File: src/rtl/mac_operand_sequencer.sv
// mac_operand_sequencer
//   Host-side driver for a pipelined multiply-accumulate unit. The host buffers up to
//   DEPTH operand pairs; on start the sequencer pulses the MAC clear, streams the pairs
//   one per cycle in write order, feeds LAT cycles of zero operands to flush the MAC
//   pipeline, then captures the MAC accumulator/overflow and pulses done.
//
//   Optional feature (macro MACSEQ_REPLAY_EN): CAPTURE keeps the buffer so a later start
//   replays the same pairs. Writes are locked out until a host clear, which is a start
//   issued in IDLE together with wr_en=1 and wr_a=wr_b=0.
//
// Ports:
//   clk, r            clock, synchronous active-high reset
//   wr_en/wr_a/wr_b   host write of one operand pair
//   start             run the buffered sequence
//   busy, full, count status: not IDLE, buffer full, pairs buffered
//   err               sticky: a write was dropped; cleared by reset or accepted start
//   done              one-cycle pulse, res_acc/res_of valid
//   res_acc, res_of   captured MAC accumulator and overflow
//   mac_clr           clear to the MAC (drives its reset)
//   mac_a, mac_b      operands to the MAC
//   mac_acc, mac_of   MAC accumulator and overflow flag
module mac_operand_sequencer #(
    parameter int unsigned DW    = 8,
    parameter int unsigned AW    = 16,
    parameter int unsigned DEPTH = 8,
    parameter int unsigned PTR_W = 3,
    parameter int unsigned LAT   = 2
) (
    input  logic             clk,
    input  logic             r,
    input  logic             wr_en,
    input  logic [DW-1:0]    wr_a,
    input  logic [DW-1:0]    wr_b,
    input  logic             start,
    output logic             busy,
    output logic             full,
    output logic [PTR_W:0]   count,
    output logic             err,
    output logic             done,
    output logic [AW-1:0]    res_acc,
    output logic             res_of,
    output logic             mac_clr,
    output logic [DW-1:0]    mac_a,
    output logic [DW-1:0]    mac_b,
    input  logic [AW-1:0]    mac_acc,
    input  logic             mac_of
);

    typedef enum logic [2:0] {StIdle, StClear, StStream, StDrain, StCapture} state_e;

    // One down-counter serves both the stream length and the drain length.
    localparam int unsigned LAT_W = $clog2(LAT) + 1;
    localparam int unsigned CNT_W = (LAT_W > PTR_W + 1) ? LAT_W : PTR_W + 1;
    localparam logic [PTR_W:0] DEPTH_C = (PTR_W + 1)'(DEPTH);

    state_e             state_q, state_d;
    logic [PTR_W:0]     count_q, count_d;
    logic [PTR_W-1:0]   wr_ptr_q, wr_ptr_d;
    logic [PTR_W-1:0]   rd_ptr_q, rd_ptr_d;
    logic [CNT_W-1:0]   cnt_q, cnt_d;
    logic               err_q, err_d;
    logic               done_q, done_d;
    logic               busy_q, busy_d;
    logic               full_q, full_d;
    logic [AW-1:0]      res_acc_q, res_acc_d;
    logic               res_of_q, res_of_d;
    logic               mac_clr_q, mac_clr_d;
    logic [DW-1:0]      mac_a_q, mac_a_d;
    logic [DW-1:0]      mac_b_q, mac_b_d;
    logic               mem_we;
    logic               err_set;
    logic               wr_lock;
    logic               host_clr;

    logic [DW-1:0]      buf_a [DEPTH];
    logic [DW-1:0]      buf_b [DEPTH];

`ifdef MACSEQ_REPLAY_EN
    logic lock_q, lock_d;
    assign wr_lock  = lock_q;
    assign host_clr = (state_q == StIdle) && start && wr_en && (wr_a == '0) && (wr_b == '0);
`else
    assign wr_lock  = 1'b0;
    assign host_clr = 1'b0;
`endif

    always_comb begin
        state_d   = state_q;
        count_d   = count_q;
        wr_ptr_d  = wr_ptr_q;
        rd_ptr_d  = rd_ptr_q;
        cnt_d     = cnt_q;
        err_d     = err_q;
        done_d    = 1'b0;
        res_acc_d = res_acc_q;
        res_of_d  = res_of_q;
        mac_clr_d = 1'b0;
        mac_a_d   = '0;
        mac_b_d   = '0;
        mem_we    = 1'b0;
        err_set   = 1'b0;
`ifdef MACSEQ_REPLAY_EN
        lock_d    = lock_q;
`endif

        // The write is resolved before the FSM so a same-cycle start sees the new pair.
        if (wr_en && !host_clr) begin
            if ((state_q == StIdle) && (count_q < DEPTH_C) && !wr_lock) begin
                mem_we   = 1'b1;
                wr_ptr_d = wr_ptr_q + 1'b1;
                count_d  = count_q + 1'b1;
            end else begin
                err_set = 1'b1;
            end
        end

        case (state_q)
            StIdle: begin
                if (host_clr) begin
                    count_d  = '0;
                    wr_ptr_d = '0;
                    rd_ptr_d = '0;
`ifdef MACSEQ_REPLAY_EN
                    lock_d   = 1'b0;
`endif
                end else if (start && (count_d != '0)) begin
                    state_d   = StClear;
                    mac_clr_d = 1'b1;
                    err_d     = 1'b0;
                end
            end
            StClear: begin
                state_d  = StStream;
                mac_a_d  = buf_a[rd_ptr_q];
                mac_b_d  = buf_b[rd_ptr_q];
                rd_ptr_d = rd_ptr_q + 1'b1;
                cnt_d    = CNT_W'(count_q) - CNT_W'(1);
            end
            StStream: begin
                if (cnt_q == '0) begin
                    state_d = StDrain;
                    cnt_d   = CNT_W'(LAT - 1);
                end else begin
                    mac_a_d  = buf_a[rd_ptr_q];
                    mac_b_d  = buf_b[rd_ptr_q];
                    rd_ptr_d = rd_ptr_q + 1'b1;
                    cnt_d    = cnt_q - CNT_W'(1);
                end
            end
            StDrain: begin
                if (cnt_q == '0) begin
                    state_d = StCapture;
                end else begin
                    cnt_d = cnt_q - CNT_W'(1);
                end
            end
            StCapture: begin
                state_d   = StIdle;
                res_acc_d = mac_acc;
                res_of_d  = mac_of;
                done_d    = 1'b1;
                rd_ptr_d  = '0;
`ifdef MACSEQ_REPLAY_EN
                lock_d    = 1'b1;
`else
                count_d   = '0;
                wr_ptr_d  = '0;
`endif
            end
            default: state_d = StIdle;
        endcase

        // A dropped write wins over the clear from an accepted start.
        if (err_set) begin
            err_d = 1'b1;
        end

        busy_d = (state_d != StIdle);
        full_d = (count_d == DEPTH_C);
    end

    always_ff @(posedge clk) begin
        if (r) begin
            state_q   <= StIdle;
            count_q   <= '0;
            wr_ptr_q  <= '0;
            rd_ptr_q  <= '0;
            cnt_q     <= '0;
            err_q     <= 1'b0;
            done_q    <= 1'b0;
            busy_q    <= 1'b0;
            full_q    <= 1'b0;
            res_acc_q <= '0;
            res_of_q  <= 1'b0;
            mac_clr_q <= 1'b0;
            mac_a_q   <= '0;
            mac_b_q   <= '0;
`ifdef MACSEQ_REPLAY_EN
            lock_q    <= 1'b0;
`endif
        end else begin
            state_q   <= state_d;
            count_q   <= count_d;
            wr_ptr_q  <= wr_ptr_d;
            rd_ptr_q  <= rd_ptr_d;
            cnt_q     <= cnt_d;
            err_q     <= err_d;
            done_q    <= done_d;
            busy_q    <= busy_d;
            full_q    <= full_d;
            res_acc_q <= res_acc_d;
            res_of_q  <= res_of_d;
            mac_clr_q <= mac_clr_d;
            mac_a_q   <= mac_a_d;
            mac_b_q   <= mac_b_d;
`ifdef MACSEQ_REPLAY_EN
            lock_q    <= lock_d;
`endif
        end
    end

    // Buffer storage is not reset; count/pointers define what is valid.
    always_ff @(posedge clk) begin
        if (mem_we) begin
            buf_a[wr_ptr_q] <= wr_a;
            buf_b[wr_ptr_q] <= wr_b;
        end
    end

    assign busy    = busy_q;
    assign full    = full_q;
    assign count   = count_q;
    assign err     = err_q;
    assign done    = done_q;
    assign res_acc = res_acc_q;
    assign res_of  = res_of_q;
    assign mac_clr = mac_clr_q;
    assign mac_a   = mac_a_q;
    assign mac_b   = mac_b_q;

endmodule

File: config.mk
export PLATFORM = sky130hd
export DESIGN_NAME = mac_operand_sequencer
export DESIGN_NICKNAME = d
export VERILOG_FILES = /design/src/rtl/mac_operand_sequencer.sv
export SDC_FILE = /design/constraint.sdc
export NUM_CORES = 1
export LEC_CHECK = 0
export BUFFER_PORTS_ARGS = -buffer_cell sky130_fd_sc_hd__buf_4
export CAP_MARGIN = 10
export CELL_PAD_IN_SITES_DETAIL_PLACEMENT = 1
export CELL_PAD_IN_SITES_GLOBAL_PLACEMENT = 1
export CORE_MARGIN = 2
export CORE_UTILIZATION = 25
export DETAILED_ROUTE_END_ITERATION = 16
export PLACE_DENSITY_LB_ADDON = 0.1
export SYNTH_ARGS = -nofsm -noshare
export SYNTH_HDL_FRONTEND = slang
export SYNTH_SLANG_ARGS = --single-unit
export TNS_END_PERCENT = 1
File: constraint.sdc
create_clock -name clk -period 8 [get_ports clk]
set_input_delay 0.4 -clock clk [delete_from_list [all_inputs] [get_ports clk]]
set_output_delay 0.4 -clock clk [all_outputs]
set_load 0.03 [all_outputs]
## After elaboration in Yosys (flattened, before gate mapping)

Memories as Yosys holds them, arrays and structs flattened. A register that Yosys moved wholly into a read port is not among the register bits.
Index checks and enable logic that the tools add are counted.

- Div/mod/pow operators: 0
- Bitwise logic cells: 1
- Magnitude comparators: 1
- Equal/unequal tests: 7
- Multipliers: 0
- Mux-type cells: 31
- Add/sub/neg operators: 5
- Reductions and logical operators: 16
- Shift-type cells: 0

Operators with widths:

| kind | number |
|---|---|
| 8-bit one-hot mux with 2 select lines | 2 |
| 3-bit 2-to-1 mux | 8 |
| 4-bit 2-to-1 mux | 5 |
| 8-bit 2-to-1 mux | 2 |
| 3-bit one-hot mux with 4 select lines | 1 |
| 4-bit one-hot mux with 3 select lines | 1 |
| 1-bit 2-to-1 mux | 11 |
| 3-bit one-hot mux with 3 select lines | 1 |
| 3-bit nonzero test | 3 |
| 2-bit AND reduction | 4 |
| 4-bit by 1-bit subtractor with 4-bit output (second input constant) | 2 |
| 3-bit by 1-bit adder with 3-bit output (second input constant) | 2 |
| 3-bit by 2-bit equality test with 1-bit output (second input constant) | 2 |
| 4-bit by 1-bit adder with 4-bit output (second input constant) | 1 |
| 4-bit equality test (second input constant) | 1 |
| 4-bit zero test | 1 |
| 4-bit less-than comparator (second input constant) | 1 |
| 2-bit inequality test (second input constant) | 2 |
| 2-bit nonzero test | 2 |
| 4-bit nonzero test | 1 |
| 2-bit OR reduction | 2 |
| 3-bit by 1-bit equality test with 1-bit output (second input constant) | 1 |
| 3-bit equality test (second input constant) | 1 |
| 3-bit zero test | 1 |
| other kinds (2) | 3 |

- Logic and storage cells: 77
- Memories kept: 2
- Output and inout bits: 42
- Latch bits: 0
- Input bits: 37
- Bits in writable memories: 128
- Bits in read-only memories: 0
- Register bits: 55

Memories:

| memory | words | bits a word | rd ports | clocked after Yosys merged registers in | write ports | line | RTL |
|---|---|---|---|---|---|---|---|
| buf_a | 8 | 8 | 1 | 1 | 1 | 75 | `logic [DW-1:0] buf_a [DEPTH];` |
| buf_b | 8 | 8 | 1 | 1 | 1 | 76 | `logic [DW-1:0] buf_b [DEPTH];` |

## Depth between registers and ports, before layout

Gate-level depths: netlist of run 1.

- Word-level depth: 9
- Mapped depth: 7
- Mapped depth without buffers: 6

## Worst setup path after synthesis of run 1

No wires, ideal clock.

- Path type: register to register
- Start point: register state_q[2]
- End point: memory buf_a[0][0] (enable)
- Setup time: 0.430 ns
- Arrival time: 2.673 ns
- Buffers on the path: 1
- Cell stages (with the launch flop): 5
- Setup slack: 4.896 ns
- Cell sequence: dfxtp_1 clkbuf_1 nor4_2 nand2_1 nor4_1

- Word-level cells in the longest chain between the ends: 6

RTL lines:

| element | line | RTL |
|---|---|---|
| from (decl) | 56 | `state_e state_q, state_d;` |
| from (signal assigned) | 184 | `state_q <= StIdle;` |
| from (signal assigned) | 202 | `state_q <= state_d;` |
| 3-bit zero test | 108 | `if ((state_q == StIdle) && (count_q < DEPTH_C) && !wr_lock) begin` |
| 1-bit logical AND | 108 |  |
| 1-bit 2-to-1 mux | 108 |  |
| 1-bit 2-to-1 mux | 107 | `if (wr_en && !host_clr) begin` |
| 1-bit 2-to-1 mux | 224 | `if (mem_we) begin` |
| 1-bit 2-to-1 mux (not written as such) | 225 | `buf_a[wr_ptr_q] <= wr_a;` |
| to (decl) | 75 |  |

Every way passes these cells.

## Final worst setup path of run 1

- Start point: register state_q[2]
- End point: memory buf_a[6][2] (enable)

Same word-level chain as after synthesis.

==> results of run 1 <==
worst min-delay path by stage:
stage | start | end | slack (ns)
3_3_place_gp | res_of | res_of | 0.45
3_5_place_dp | res_acc[11] | res_acc[11] | 0.46
6_report | wr_b[2] | buf_b[4][2] | 0.21
5_1_grt | wr_b[3] | buf_b[2][3] | 0.20
2_1_floorplan | rd_ptr_q[2] | flop | 0.46
4_1_cts | wr_a[4] | buf_a[1][4] | 0.19
cell families after synthesis:
logic type                 Yosys count  synth area share (%)
muxes                               49                  12.6
DFF                                186                  70.9
buffers and inverters               29                  1.74
and+or+nand+nor                    113                  7.87
AOI/OAI and AO/OA                   53                  4.95
xor gates and xnor gates             7                 0.869
adders and majority gates            6                  1.06
synth_stat cells, types with 2 or more instances:
| master | n | area [µm²] |
|---|---|---|
| nor4_2 | 2 | 25.0 |
| nor2b_1 | 3 | 18.8 |
| buf_1 | 2 | 7.51 |
| nor3_1 | 6 | 30.0 |
| xor2_1 | 2 | 17.5 |
| o22ai_1 | 2 | 12.5 |
| nand2_1 | 43 | 161 |
| a21oi_1 | 25 | 125 |
| nor2_1 | 33 | 124 |
| a32o_1 | 2 | 20.0 |
| mux4_2 | 32 | 721 |
| o21ai_0 | 5 | 25.0 |
| ha_1 | 6 | 75.1 |
| and3_1 | 2 | 12.5 |
| dfxtp_1 | 58 | 1160 |
| buf_2 | 8 | 40.0 |
| and2_1 | 3 | 18.8 |
| xnor2_1 | 5 | 43.8 |
| or3_1 | 2 | 12.5 |
| inv_1 | 7 | 26.3 |
| o21ai_2 | 2 | 17.5 |
| nand3_1 | 3 | 15.0 |
| clkbuf_1 | 11 | 41.3 |
| edfxtp_1 | 128 | 3840 |
| nand2b_1 | 5 | 31.3 |
| mux2i_1 | 17 | 170 |
flip-flops by register name (all words and copies together), names as in the netlist, 4 cells and up, named ones only:
| signal | flops |
|---|---|
| buf_a | 64 |
| buf_b | 64 |
| res_acc | 16 |
| mac_a | 8 |
| mac_b | 8 |
| cnt_q | 4 |
| count | 4 |
stage by stage:
step	util (%)	hold WS (ns)	area, µm²
4_1_cts	31.4	0.194	8710
6_report	31.4	0.214	8730
5_1_grt	31.4	0.199	8730
2_1_floorplan	-	0.459	7060
3_3_place_gp	29.3	0.446	8130
3_5_place_dp	29.3	0.455	8130
cell type report:
cell class	instances	area [µm²]	area share (%)
Clock buffer	19	453	5.19
Clock inverter	13	133	1.52
Multi-Input combinational cell	228	1970	22.6
Timing Repair Buffer	88	667	7.64
Sequential cell	186	5010	57.4
Inverter	7	26.3	0.301
Tap cell	378	473	5.42
worst max-delay path: stages (launching register included):
cell and delay (ns):
dfxtp_1 0.49, or4_4 0.67, nor2_8 0.17, nand2_1 0.15, nor2_1 0.75, buf_4 0.33
power by group through the flow:
stage               Combinational (mW)  Clock (mW)  Sequential (mW)
floorplan                        0.303           0             1.18
global placement                 0.476           0             1.16
detailed placement               0.479           0             1.17
CTS                              0.480       0.865             1.15
global route                     0.518       0.903             1.15
finish                           0.463       0.829             1.14
routing by layer:
layer,GRT usage [%],vias to the layer above
met5,0,-
met4,3.29,0
met3,2.61,12
met2,20.1,60
met1,14.6,2021
li1,-,1850
==> impl_metrics.toml, run 1 <==
[clock_network]
h-tree-depth = 4
clk_path_buf_depth = 2
tritoncts = "built"
cts_buffers = 17
insertion_delay_ns = 0.42
ctsResizeCount = 0
clk_pin_slew_ns = 0.07
postCtsSetupRepairBufs = 0
root_buffer = "clkbuf_16"
ctsHoldBuffers = 0
clock-sinks = 186

[power_and_ir_drop]
power.switching_mw = 0.677
switching_share_pct = 27.8
p_int_mw = 1.76
p_seq_share_pct = 47.0
ir_drop_v = 0.000111
pwr-share-clk_pct = 34.0
p_per_area_nw_per_um2 = 279
share_comb_of_total_power_pct = 19.0
p_total_mw = 2.44
p_leak_nw = 2.92

[synthesis]
synth_edf_count = 128
synth-seq-area-share_pct = 70.9
synthDistinctLibCells = 55
yosys_warnings = 0
netlist_area_um2 = 7060
synthCells = 443
avgSynthCellArea_um2 = 15.9
synth_fp_nets = 486
synth_flop_cell = "edfxtp_1"
synth_async_sr_flop_share_pct = 0
ys_seq_elements = 186

[timing]
setup_viol = 0
min_period_ns = 2.87
fin_worst_skew_ns = 0.0105
drv_slew = 0
rsz0062_at_grt = "false"
finalHoldViolCount = 0
setup_tns_ns = 0
setup_ws_ns = 5.13
max_freq_ghz = 0.349
fin_crit_sh_pct = 35.8
worstMarginPinSlew_ns = 1.04
slew_headroom_pct = 30.6

[place]
dp_hpwl_mm = 10.3
routabilityCongestion = 0.716
placed_cells = 886
port_buffers = 78
post-place-ws_ns = 5.12

[job]
maxCapViolations = 0

[final_layout]
fill_cells = 2976
drive_gt1_share_pct = 31.8
finalNetCount = 571
antenna_cells_inserted = 0
mostFrequentLayoutCells = "edfxtp_1, buf_4, dfxtp_1"
instances_no_fill = 919
final_common_cell = "edfxtp_1"
area_growth_pct = 23.6

[global_routing]
grt_usage_pct = 11.6
grt_pass1_wl_mm = 25.1
grt_pass1_vias = 4270
gr-total-overflow = 0
antenna_found_initial = 0
grt_max_degree = 33

[route]
top_layer = "met4"
wirelength_mm = 16.2
drc = 0
drtAntennaViolNets = 0
wl_per_cell_um = 17.6
wl_met2_mm = 8.38
met3_length_um = 539
vias = 3943
drtIter0Drc = 161
wl_met1_mm = 7.10
viasPerCell = 4.29
first_pass_iters = 4

[status]
status = "completed"

[floorplanning]
core_um2 = 27800
die_area_um2 = 29600
start_util_pct = 25.4
rows = 61
fp.dieW_um = 172
fp.dieH_um = 172
ios = 79

[critical_path]
cp-end-kind = "flop"
r2r_end = "buf_a[6][2]"
crit_start = "state_q[2]"
criticalPathCategory = "reg2reg"
crit_path_max_fanout = 15
cp-start-kind = "flop"
reg2reg_from = "state_q[2]"
cp-endpoint = "buf_a[6][2]"
r2r_setup_slack_ns = 5.13
rr_worst_depth = 5
crit_arrival_ns = 2.98
cp_data_required_time_ns = 8.12

[worst_hold_path]
worstHoldPathCells = 1
hp-class = "in2reg"
(Power assumes the default switching activity.)
==> inputs of run 2 (changes only) <==
- clock period: 8 -> 2.45 ns (I/O delays scaled with it)
==> run 2 against run 1 <==
Effect of this change: final area grew 5.9%; count of clock-buffer cells in the layout decreased by 2; combinational power rose to 3.6 times the previous value; power rose to 3.4 times the previous value; clock skew up 0.0068 ns; clock power increased to 3.4 times the previous value; first-iteration DRC count stayed put; register-to-register slack worse by 4.7 ns; die area did not move; sequential share of layout area shrank 3.2 points; final cell count is 5.2% higher; largest power group unchanged.
==> impl_metrics.toml, run 2 (synthesis gave the netlist of run 1 again) <==
[route]
first_pass_iters = 4
wl_per_cell_um = 17.6
drc = 0
wirelength_mm = 17.0
viasPerCell = 4.29
drtAntennaViolNets = 0
vias = 4150
drtIter0Drc = 161

[clock_network]
ctsResizeCount = 0
postCtsSetupRepairBufs = 0
ctsHoldBuffers = 34
h-tree-depth = 4
clk_pin_slew_ns = 0.08
tritoncts = "built"
insertion_delay_ns = 0.43
cts_buffers = 17
clk_path_buf_depth = 2
root_buffer = "clkbuf_16"
clock-sinks = 186

[timing]
setup_tns_ns = 0
drv_slew = 0
hold_ws_ns = 0.0624
min_period_ns = 2.04
worstMarginPinSlew_ns = 0.648
fin_worst_skew_ns = 0.0172
finalHoldViolCount = 0
setup_ws_ns = 0.407
slew_headroom_pct = 56.7
rsz0062_at_grt = "false"
max_freq_ghz = 0.489
fin_crit_sh_pct = 83.4
setup_viol = 0

[final_layout]
finalNetCount = 619
mostFrequentLayoutCells = "edfxtp_1, buf_4, dfxtp_1"
final_util_pct = 33.3
seq_area_um2 = 5010
final_cell_area_um2 = 9240
drive_gt1_share_pct = 31.6
instances_no_fill = 967
fill_cells = 2943
antenna_cells_inserted = 0
area_growth_pct = 30.9
final_common_cell = "edfxtp_1"
multiInputGateArea_um2 = 1970

[critical_path]
crit_path_max_fanout = 8
crit_arrival_ns = 2.35
critical_path.slowest_cell = "dfxtp_1"
cp-end-kind = "flop"
cp-start-kind = "flop"
slowest_delay_ns = 0.52
cp_data_required_time_ns = 2.76
crit_chain = "inv_1, ha_1, nor2b_1, o2111ai_1, a2111oi_0, nor2_1"
criticalPathCategory = "reg2reg"

[floorplanning]
fp.dieW_um = 172
die_area_um2 = 29600
ios = 79
rows = 61
start_util_pct = 25.4
core_um2 = 27800
fp.dieH_um = 172

[place]
routabilityCongestion = 0.731
dp_hpwl_mm = 10.9
post-place-ws_ns = 0.405
dpl_cell_area_um2 = 8290
port_buffers = 78
placed_cells = 901

[power_and_ir_drop]
p_per_area_nw_per_um2 = 886
power.switching_mw = 2.42
pwr-share-clk_pct = 34.4
switching_share_pct = 29.6
ir_drop_v = 0.000387
p_total_mw = 8.19
p_leak_nw = 3.17
p_seq_share_pct = 45.5
share_comb_of_total_power_pct = 20.2
p_int_mw = 5.76

[global_routing]
gr-total-overflow = 0
antenna_found_initial = 0
grt_usage_pct = 12.3
grt_pass1_vias = 4662
grt_pass1_wl_mm = 27.1
grt_max_degree = 33

[status]
status = "completed"

[job]
maxCapViolations = 0

[worst_hold_path]
hp-class = "in2reg"
-- run 2: changes by cell type in the layout (fill, tap and decap cells not counted), moves of 3 or more --
cell           previous run  this run
dlygate4sd3_1             0        34
inv_8                     2         6
clkinv_8                  0         4
inv_6                     4         0
buf_12                    0         4
clkbuf_8                  3         0
buf_4                    87        98
clkinvlp_4                3         0
-- run 2: cell type report --
type | count | share of cell area [%]
Inverter | 7 | 0.284
Timing Repair Buffer | 136 | 12.5
Tap cell | 378 | 5.12
Clock buffer | 17 | 4.60
Clock inverter | 15 | 2.03
Sequential cell | 186 | 54.2
Multi-Input combinational cell | 228 | 21.3
-- run 2: critical path: cells and delay by family (launching register included) --
family                   cells  cell delay (ns)
adder cells (fa/ha/maj)      1             0.35
flip-flops                   1             0.52
buffers and inverters        1             0.08
AND/OR/NAND/NOR              2             0.32
AO/OA/AOI/OAI                2             0.66
-- run 2: per-layer routing --
layer	part of all wire, %	GRT usage (%)	vias to the layer above
li1	-	-	1945
met1	45	15.7	2117
met2	50	21.1	72
met3	3.3	2.68	16
met4	1.3	3.73	0
met5	0	0	-
-- run 2: power groups by stage --
stage               logic [mW]  registers (mW)  clock network, mW
floorplan                0.992            3.87                  0
global placement          1.65            3.79                  0
detailed placement        1.66            3.80                  0
CTS                       1.70            3.73               2.92
global route              1.84            3.75               3.04
finish                    1.65            3.72               2.81
-- run 2: worst paths after layout --
check                  start    endpoint  slack (ns)  cells past startpoint
hold reg to reg   res_acc[8]  res_acc[8]        0.46                      2
setup / recovery    count[0]        busy        0.41                      6
setup reg to reg    count[0]        busy        0.41                      6
hold / removal         wr_en    count[3]        0.06                      3
